===== config.mk =====
export PLATFORM = sky130hd
export DESIGN_NAME = pc_sequencer
export DESIGN_NICKNAME = d
export VERILOG_FILES = /design/src/rtl/pc_sequencer.sv
export SDC_FILE = /design/constraint.sdc
export NUM_CORES = 1
export LEC_CHECK = 0
export ABC_AREA = 1
export BUFFER_PORTS_ARGS = -buffer_cell sky130_fd_sc_hd__buf_2
export CAP_MARGIN = 5
export CELL_PAD_IN_SITES_DETAIL_PLACEMENT = 0
export CELL_PAD_IN_SITES_GLOBAL_PLACEMENT = 1
export CORE_MARGIN = 5
export CORE_UTILIZATION = 35
export DETAILED_ROUTE_END_ITERATION = 16
export PLACE_DENSITY_LB_ADDON = 0.1
export REMOVE_ABC_BUFFERS = 1
export SETUP_SLACK_MARGIN = 0.1
export SYNTH_ARGS = -nofsm -noshare
export SYNTH_HDL_FRONTEND = slang
export SYNTH_SLANG_ARGS = --single-unit

===== constraint.sdc =====
create_clock -name clk -period 1.95 [get_ports clk]
set_input_delay 0.39 -clock clk [delete_from_list [all_inputs] [get_ports clk]]
set_output_delay 0.39 -clock clk [all_outputs]
set_load 0.05 [all_outputs]

===== src/rtl/pc_sequencer.sv =====
// Program-counter sequencer for the MIPS monocycle core.
// Commits one of four next-PC candidates per enabled cycle and drives PC and
// PC+4 back to fetch. A small BOOT/RUN/HALT/FAULT state machine handles
// stalls, a halt/resume handshake and a sticky trap on misaligned targets.
// It also counts retired (committed) PC updates.
module pc_sequencer #(
  parameter logic [31:0] RESET_PC = 32'h0000_0000,
  parameter int unsigned CNT_W    = 32
) (
  input  logic             clk,
  input  logic             rst_n,
  input  logic             en,
  input  logic [1:0]       pc_src,
  input  logic [31:0]      branch_addr,
  input  logic [31:0]      jump_target,
  input  logic [31:0]      jr_addr,
  input  logic             halt_req,
  input  logic             resume,
  output logic [31:0]      pc,
  output logic [31:0]      pc_plus_4,
  output logic [1:0]       state,
  output logic             fault,
  output logic [31:0]      fault_pc,
  output logic [31:0]      fault_target,
  output logic [CNT_W-1:0] retired
);

  // State encoding is visible on the state port, so it is fixed.
  localparam logic [1:0] ST_BOOT  = 2'b00;
  localparam logic [1:0] ST_RUN   = 2'b01;
  localparam logic [1:0] ST_HALT  = 2'b10;
  localparam logic [1:0] ST_FAULT = 2'b11;

  // The reset PC is always word-aligned, whatever the parameter's low bits are.
  localparam logic [31:0] RESET_PC_ALIGNED = {RESET_PC[31:2], 2'b00};

  // A fetch target is legal only when it is word-aligned.
  function automatic logic is_aligned(input logic [31:0] addr);
    return (addr[1:0] == 2'b00);
  endfunction

  logic [1:0]       state_r;
  logic [31:0]      pc_r;
  logic             fault_r;
  logic [31:0]      fault_pc_r;
  logic [31:0]      fault_target_r;
  logic [CNT_W-1:0] retired_r;

  logic [1:0]       state_nx_s;
  logic [31:0]      pc_nx_s;
  logic             fault_nx_s;
  logic [31:0]      fault_pc_nx_s;
  logic [31:0]      fault_target_nx_s;
  logic [CNT_W-1:0] retired_nx_s;
  logic [31:0]      pc_plus_4_s;
  logic [31:0]      next_sel_s;

  // The increment wraps naturally at 2^32.
  assign pc_plus_4_s = pc_r + 32'd4;

  // Pick the next-PC candidate. Only this value is checked for alignment.
  always_comb begin
    next_sel_s = pc_plus_4_s;
    case (pc_src)
      2'b00:   next_sel_s = pc_plus_4_s;
      2'b01:   next_sel_s = branch_addr;
      2'b10:   next_sel_s = jump_target;
      2'b11:   next_sel_s = jr_addr;
      default: next_sel_s = pc_plus_4_s;
    endcase
  end

  // Sequencing FSM: decide next state, PC, trap capture and retire count.
  always_comb begin
    state_nx_s        = state_r;
    pc_nx_s           = pc_r;
    fault_pc_nx_s     = fault_pc_r;
    fault_target_nx_s = fault_target_r;
    retired_nx_s      = retired_r;
    case (state_r)
      ST_BOOT: begin
        // One settling cycle after reset. Inputs are ignored here.
        state_nx_s = ST_RUN;
      end
      ST_RUN: begin
        if (halt_req) begin
          state_nx_s = ST_HALT;
        end else if (!en) begin
          state_nx_s = ST_RUN;
        end else if (!is_aligned(next_sel_s)) begin
          // Trap without committing, and keep the offending context for debug.
          state_nx_s        = ST_FAULT;
          fault_pc_nx_s     = pc_r;
          fault_target_nx_s = next_sel_s;
        end else begin
          pc_nx_s      = next_sel_s;
          retired_nx_s = retired_r + CNT_W'(1'b1);
        end
      end
      ST_HALT: begin
        // A resume that arrives together with halt_req loses to the halt.
        if (resume && !halt_req) begin
          state_nx_s = ST_RUN;
        end else begin
          state_nx_s = ST_HALT;
        end
      end
      ST_FAULT: begin
        // Sticky: only rst_n leaves this state.
        state_nx_s = ST_FAULT;
      end
      default: begin
        state_nx_s = ST_FAULT;
      end
    endcase
    fault_nx_s = (state_nx_s == ST_FAULT);
  end

  // State registers with asynchronous active-low reset.
  always_ff @(posedge clk or negedge rst_n) begin
    if (!rst_n) begin
      state_r        <= ST_BOOT;
      pc_r           <= RESET_PC_ALIGNED;
      fault_r        <= 1'b0;
      fault_pc_r     <= 32'h0000_0000;
      fault_target_r <= 32'h0000_0000;
      retired_r      <= '0;
    end else begin
      state_r        <= state_nx_s;
      pc_r           <= pc_nx_s;
      fault_r        <= fault_nx_s;
      fault_pc_r     <= fault_pc_nx_s;
      fault_target_r <= fault_target_nx_s;
      retired_r      <= retired_nx_s;
    end
  end

  assign pc           = pc_r;
  assign pc_plus_4    = pc_plus_4_s;
  assign state        = state_r;
  assign fault        = fault_r;
  assign fault_pc     = fault_pc_r;
  assign fault_target = fault_target_r;
  assign retired      = retired_r;

endmodule


==> results of run 1 <==
[layer usage]
metal	vias up	share of wire, %	wire length (um)	GRT usage (%)
met1	3814	41	11900	28.4
met5	-	0.12	35	0
met4	8	2.4	685	7.60
met2	199	51	14900	41.5
met3	44	5.2	1510	4.62
li1	4194	-	-	-
[power by group through the flow]
stage	sequential, uW	clock [uW]	combinational (uW)
after floorplan	7360	0	3020
after global placement	4280	0	9070
after detailed placement	4300	0	9080
after CTS	4280	3410	10100
after global routing	4490	3540	11000
final	4360	3370	10400
[worst paths after layout]
check / start / endpoint / slack, ns / depth (start not counted)
setup / recovery: pc[3] / pc_plus_4[14] / -0.26 / 8
hold / removal: en / state[1] / 0.26 / 3
setup reg to reg: retired[1] / retired[30] / 0.26 / 10
hold reg to reg: fault_target[18] / fault_target[18] / 0.47 / 2
max in group asynchronous: rst_n / pc[21] / 0.95 / 3
min in group asynchronous: rst_n / fault_target[11] / 0.40 / 2
[per-stage QoR]
stage / hold slack (ns) / setup WS (ns) / power, uW
after floorplan: 0.0944 / -0.749 / 10400
after global placement: 0.267 / -0.0350 / 13300
after detailed placement: 0.269 / -0.0860 / 13400
after CTS: 0.239 / -0.258 / 17800
after global routing: 0.272 / -0.356 / 19000
final: 0.257 / -0.260 / 18200
[what timing repair did]
action | CTS | global route
pin swaps | 18 | 26
setup buffers | 12 | 7
resized for setup | 151 | 83
hold endpoints to repair | 19 | 0
hold buffers | 1 | 0
endpoints found under the setup margin | 28 | 30
[final cells by class]
| cell class | instances | area [um^2] |
|---|---|---|
| multi-input cells | 861 | 4250 |
| inverters | 79 | 297 |
| well taps | 275 | 344 |
| repair buffers | 355 | 2380 |
| flip-flops and latches | 131 | 3300 |
| clock inverters | 12 | 158 |
| fillers | 2162 | 9900 |
| diodes | 2 | 5.00 |
| clock buffers | 19 | 453 |
[cell usage in the layout (no fill, tap or decap), types with 12 or more instances in the layout]
cell,instances
nand2_1,475
buf_2,235
dfrtp_1,117
nand3_1,91
inv_1,72
buf_4,69
nor2_1,48
nand2_2,42
o21ai_1,35
buf_6,33
o21ai_0,31
nor2_4,30
nand4_1,21
clkbuf_16,17
nor3_1,15
dfrtp_2,14
a21oi_1,12
nor2_2,12
[kinds of logic (layout without fill, tap and decap cells)]
group           after synthesis  in the layout  synth area share [%]
other cells                   0              2                     0
buf+inv                     119            465                  7.00
flops                       131            131                  43.6
fa+ha+maj                     2              2                 0.333
xor+xnor                     16             16                  1.86
simple gates                759            759                  41.3
compound gates               84             84                  5.89
[worst min-delay path, cell delays in order]
cell and delay [ns]:
buf_2 0.09, a21oi_1 0.08, nor2_1 0.08
[sequential cells by signal, indices dropped and copies added, names as in the netlist]
name	count
fault_pc	32
fault_target	32
pc	32
retired	32
state	2
fault	1
==> impl_metrics.py, run 1 <==
metrics = {
    "placed_design": {
        "place.gp.congestion": 0.890,
        "dp_cells": 1681,
        "dpl_cell_area_mm2": 0.00964,
        "portBuffers": 265,
        "dpl.hpwl_um": 22600,
    },
    "global_route": {
        "grt_pass1_wl_um": 44400,
        "grt_max_degree": 48,
        "grt_pass1_vias": 8013,
        "grt_overflow": 0,
        "antenna_found_initial": 6,
        "grt_usage_pct": 23.3,
    },
    "timing": {
        "rsz0062_at_grt": "yes",
        "final.period_utilization_pct": 113,
        "hold_viol_final": 0,
        "tightest_slew_ns": 0.457,
        "setup_viol": 28,
        "slew_headroom_pct": 69.3,
        "finClkSkew_ns": 0.00924,
        "setup_ws_ns": -0.260,
        "min_period_ns": 2.21,
        "max_freq_mhz": 452,
        "final_max_slew_viol_count": 0,
        "fin_tns_setup_ns": -4.83,
    },
    "power_and_ir_drop": {
        "power_density_mw_per_mm2": 1620,
        "pwr-share-comb_pct": 57.5,
        "p_int_uw": 8700,
        "p_switching_uw": 9470,
        "ir_worst_vdd_v": 0.000644,
        "p_leak_uw": 0.00575,
        "clkPwrFrac_pct": 18.5,
        "p_seq_share_pct": 24.0,
        "swShare_pct": 52.1,
    },
    "synthesis": {
        "async_reset_ff_share_pct": 100,
        "synth_cell_type_count": 26,
        "synth_edf_count": 0,
        "synth_area_mm2": 0.00752,
        "ys_seq_area_share_pct": 43.6,
        "synth_most_common_cell": "nand2_1",
        "synth_top_cell_area_share_pct": 43.6,
        "synth_common_cells": "nand2_1 (524), dfrtp_1 (131), nand3_1 (96)",
        "synthFlopType": "dfrtp_1",
        "syn_inst": 1111,
        "postSynthAreaPerCell_um2": 6.77,
        "synth_top_cell_by_area": "dfrtp_1",
        "yosysWarnings": 0,
        "synth-seq-cells": 131,
        "synthTopCellsByArea": "dfrtp_1 (44%), nand2_1 (26%), nand3_1 (6.4%)",
    },
    "critical_path": {
        "cp_num_buf_inv": 3,
        "max_stage_delay_ns": 0.40,
        "critical_path_class": "register to output pin",
        "crit_chain": "ha_4 > nand3_4 > inv_1 > nand2_4 > inv_2 > nand3_1 > and2_1 > buf_6",
        "worstPathRequired_ns": 1.56,
        "start_kind": "register",
        "endpoint_kind": "output pin",
        "cp_slowest_cell": "dfrtp_1",
        "arrival_ns": 1.82,
        "critical_path.max_fanout": 5,
        "critical-path-top-delay-family": "simple AND/OR/NAND/NOR gates",
    },
    "floorplan": {
        "die_w_um": 157,
        "core_mm2": 0.0211,
        "rows": 53,
        "die_h_um": 157,
        "pin_count": 266,
        "dieArea_mm2": 0.0245,
        "initial_utilization_pct": 35.7,
    },
    "run_status": {
        "status": "complete, but fails checks",
        "violations": "setup timing",
    },
    "cts": {
        "clkTransAtPathRegs_ns": 0.06,
        "clock-sinks": 131,
        "clock_latency_ns": 0.42,
        "numCtsBuffers": 17,
        "cts_tree": "built",
        "cts_root_buf": "clkbuf_16",
        "clockBufferDepth": 2,
        "htree_levels": 4,
    },
    "finish": {
        "syn2layout_area_growth_pct": 48.7,
        "drive_gt1_share_pct": 35.3,
        "final_nets": 1550,
        "postLayoutCoreUtil_pct": 53.0,
        "final_cell_count_no_fill": 1734,
        "stdcell_area_mm2": 0.0112,
    },
    "routing": {
        "first_iter_violations": 386,
        "vias": 8259,
        "routed_wl_um": 29000,
        "drt_first_pass_iters": 5,
        "viasPerCell": 4.76,
        "ant_nets": 0,
        "post-route-drc-count": 0,
        "wl_per_cell_um": 16.7,
    },
    "worst_hold_path": {
        "hold_class": "primary input to register",
    },
    "job": {
        "cap_violations": 0,
    },
}
(Power assumes the default switching activity.)
==> run 2: changes to the inputs <==
--- a/config.mk
+++ b/config.mk
@@ -10,7 +10,7 @@
 export CAP_MARGIN = 5
 export CELL_PAD_IN_SITES_DETAIL_PLACEMENT = 0
 export CELL_PAD_IN_SITES_GLOBAL_PLACEMENT = 1
-export CORE_MARGIN = 5
+export CORE_MARGIN = 2
 export CORE_UTILIZATION = 35
 export DETAILED_ROUTE_END_ITERATION = 16
 export PLACE_DENSITY_LB_ADDON = 0.1
==> impl_metrics.py, run 2 (same netlist as run 1, synthesis figures left out) <==
metrics = {
    "critical_path": {
        "cp_slowest_cell": "dfrtp_1",
        "r2r_cells": 10,
        "start_kind": "register",
        "crit_start": "pc[3]",
        "cp_num_buf_inv": 3,
        "critical_path_class": "register to output pin",
        "arrival_ns": 1.81,
        "cp_common_cell": "buf_6",
        "worstPathRequired_ns": 1.56,
        "rr_endpoint": "retired[31]",
        "critical-path-top-delay-family": "buffers and inverters",
        "crit_chain": "ha_4 > nand3_4 > buf_6 > nor2_4 > buf_6 > nand4_1 > nand2_2 > buf_8",
        "endpoint_kind": "output pin",
        "ff2ff_setup_slack_ns": 0.28,
        "r2r_start": "retired[0]",
        "max_stage_delay_ns": 0.40,
        "critical_path.max_fanout": 5,
    },
    "power_and_ir_drop": {
        "p_switching_uw": 9440,
        "p_int_uw": 8830,
        "p_seq_share_pct": 23.7,
        "ir_worst_vdd_v": 0.000672,
        "clkPwrFrac_pct": 19.1,
        "swShare_pct": 51.7,
        "finalPower_uw": 18300,
        "pwr-share-comb_pct": 57.1,
        "p_leak_uw": 0.00576,
        "power_density_mw_per_mm2": 1630,
    },
    "timing": {
        "final.period_utilization_pct": 113,
        "final_max_slew_viol_count": 0,
        "setup_viol": 28,
        "rsz0062_at_grt": "yes",
        "setup_ws_ns": -0.247,
        "max_freq_mhz": 455,
        "finClkSkew_ns": 0.0104,
        "min_period_ns": 2.20,
        "tightest_slew_ns": 0.414,
        "holdWs_ns": 0.262,
        "slew_headroom_pct": 72.4,
        "hold_viol_final": 0,
    },
    "routing": {
        "wl_per_cell_um": 16.5,
        "drt_first_pass_iters": 5,
        "routed_wl_um": 28500,
        "vias": 8281,
        "viasPerCell": 4.78,
        "post-route-drc-count": 0,
        "first_iter_violations": 319,
        "ant_nets": 0,
    },
    "cts": {
        "htree_levels": 4,
        "clkTransAtPathRegs_ns": 0.06,
        "clock_latency_ns": 0.42,
        "cts_root_buf": "clkbuf_16",
        "cts_tree": "built",
        "numCtsBuffers": 17,
        "clock-sinks": 131,
        "clockBufferDepth": 2,
    },
    "finish": {
        "syn2layout_area_growth_pct": 49.3,
        "drive_gt1_share_pct": 35.7,
        "final_common_cell": "nand2_1",
        "final.fill_count": 2132,
        "final_cell_count_no_fill": 1733,
        "stdcell_area_mm2": 0.0112,
        "final_cell_mix": "nand2_1 (471), buf_2 (235), dfrtp_1 (124)",
        "final_nets": 1547,
    },
    "placed_design": {
        "dpl.hpwl_um": 21100,
        "portBuffers": 265,
        "place.gp.congestion": 0.951,
        "dp_cells": 1676,
        "dpl_cell_area_mm2": 0.00959,
    },
    "worst_hold_path": {
        "hold-path-cell-count": 3,
        "min_from": "en",
        "hold_end": "state[1]",
        "hold_class": "primary input to register",
    },
    "run_status": {
        "status": "complete, but fails checks",
        "violations": "setup timing",
    },
    "global_route": {
        "grt_pass1_wl_um": 42900,
        "antenna_found_initial": 6,
        "grt_overflow": 0,
        "grt_pass1_vias": 7983,
        "grt_max_degree": 61,
        "grt_usage_pct": 25.0,
    },
    "floorplan": {
        "dieArea_mm2": 0.0227,
        "initial_utilization_pct": 35.7,
        "rows": 53,
        "core_mm2": 0.0211,
        "die_h_um": 151,
        "pin_count": 266,
        "die_w_um": 151,
    },
    "job": {
        "cap_violations": 0,
    },
}
run 2: changes by cell type in the layout (fill, tap and decap cells not counted), moves of 3 or more:
cell | before | now
dfrtp_1 | 117 | 124
dfrtp_2 | 14 | 7
nand3_1 | 91 | 85
nand3_2 | 4 | 10
nand2_2 | 42 | 47
clkinvlp_4 | 3 | 7
nand2_1 | 475 | 471
inv_1 | 72 | 69
nor2_4 | 30 | 33
run 2: worst reg2reg max path, delay by kind of cell (launching register included):
family	cells	cell delay, ns
buffers and inverters	2	0.31
AND/OR/NAND/NOR	8	0.92
flip-flops	1	0.34
run 2: stage by stage:
| step | setup WS (ns) | utilization, % | setup TNS, ns |
|---|---|---|---|
| 2_1_floorplan | -0.749 | - | -67.03 |
| 3_3_place_gp | 0.0215 | 45.5 | 0 |
| 3_5_place_dp | 0.00361 | 45.5 | 0 |
| 4_1_cts | -0.304 | 50.7 | -5.77 |
| 5_1_grt | -0.358 | 53.3 | -7.68 |
| 6_report | -0.247 | 53.3 | -4.87 |
run 2: repair_timing:
item / CTS / global route
setup endpoints to repair: 28 / 31
resized for setup: 129 / 115
buffers inserted: 7 / 15
pin swaps: 21 / 31
hold endpoints to repair: 36 / 0
hold buffers: 1 / 0
run 2: area by class of cell:
type | instances | area, um^2 | share of cell area, %
Antenna cell | 3 | 7.51 | 0.0668
Clock buffer | 20 | 457 | 4.07
Clock inverter | 12 | 180 | 1.60
Inverter | 79 | 307 | 2.73
Multi-Input combinational cell | 861 | 4310 | 38.4
Sequential cell | 131 | 3290 | 29.3
Tap cell | 275 | 344 | 3.06
Timing Repair Buffer | 352 | 2340 | 20.9
run 2: worst max-delay path by stage:
stage | endpoint | slack (ns) | depth (start not counted)
6_report | pc_plus_4[16] | -0.25 | 8
5_1_grt | pc_plus_4[16] | -0.36 | 9
4_1_cts | pc_plus_4[8] | -0.30 | 8
3_5_place_dp | pc_plus_4[9] | 0.004 | 7
3_3_place_gp | pc_plus_4[14] | 0.02 | 8
2_1_floorplan | pc[9] | -0.75 | 8
run 2: per-layer routing:
| layer | track usage (%) | wire length, um | up-vias |
|---|---|---|---|
| met5 | 0 | 44 | - |
| met4 | 8.41 | 719 | 6 |
| met3 | 5.12 | 1750 | 51 |
| met2 | 45.6 | 14800 | 222 |
| met1 | 29.0 | 11200 | 3818 |
| li1 | - | - | 4184 |
run 2: power by group through the flow:
| stage | clock [uW] | sequential (uW) | combinational, uW |
|---|---|---|---|
| after floorplan | 0 | 7360 | 3020 |
| after global placement | 0 | 4280 | 9050 |
| after detailed placement | 0 | 4300 | 9070 |
| after CTS | 3550 | 4310 | 9860 |
| after global routing | 3680 | 4450 | 11000 |
| final | 3490 | 4340 | 10400 |
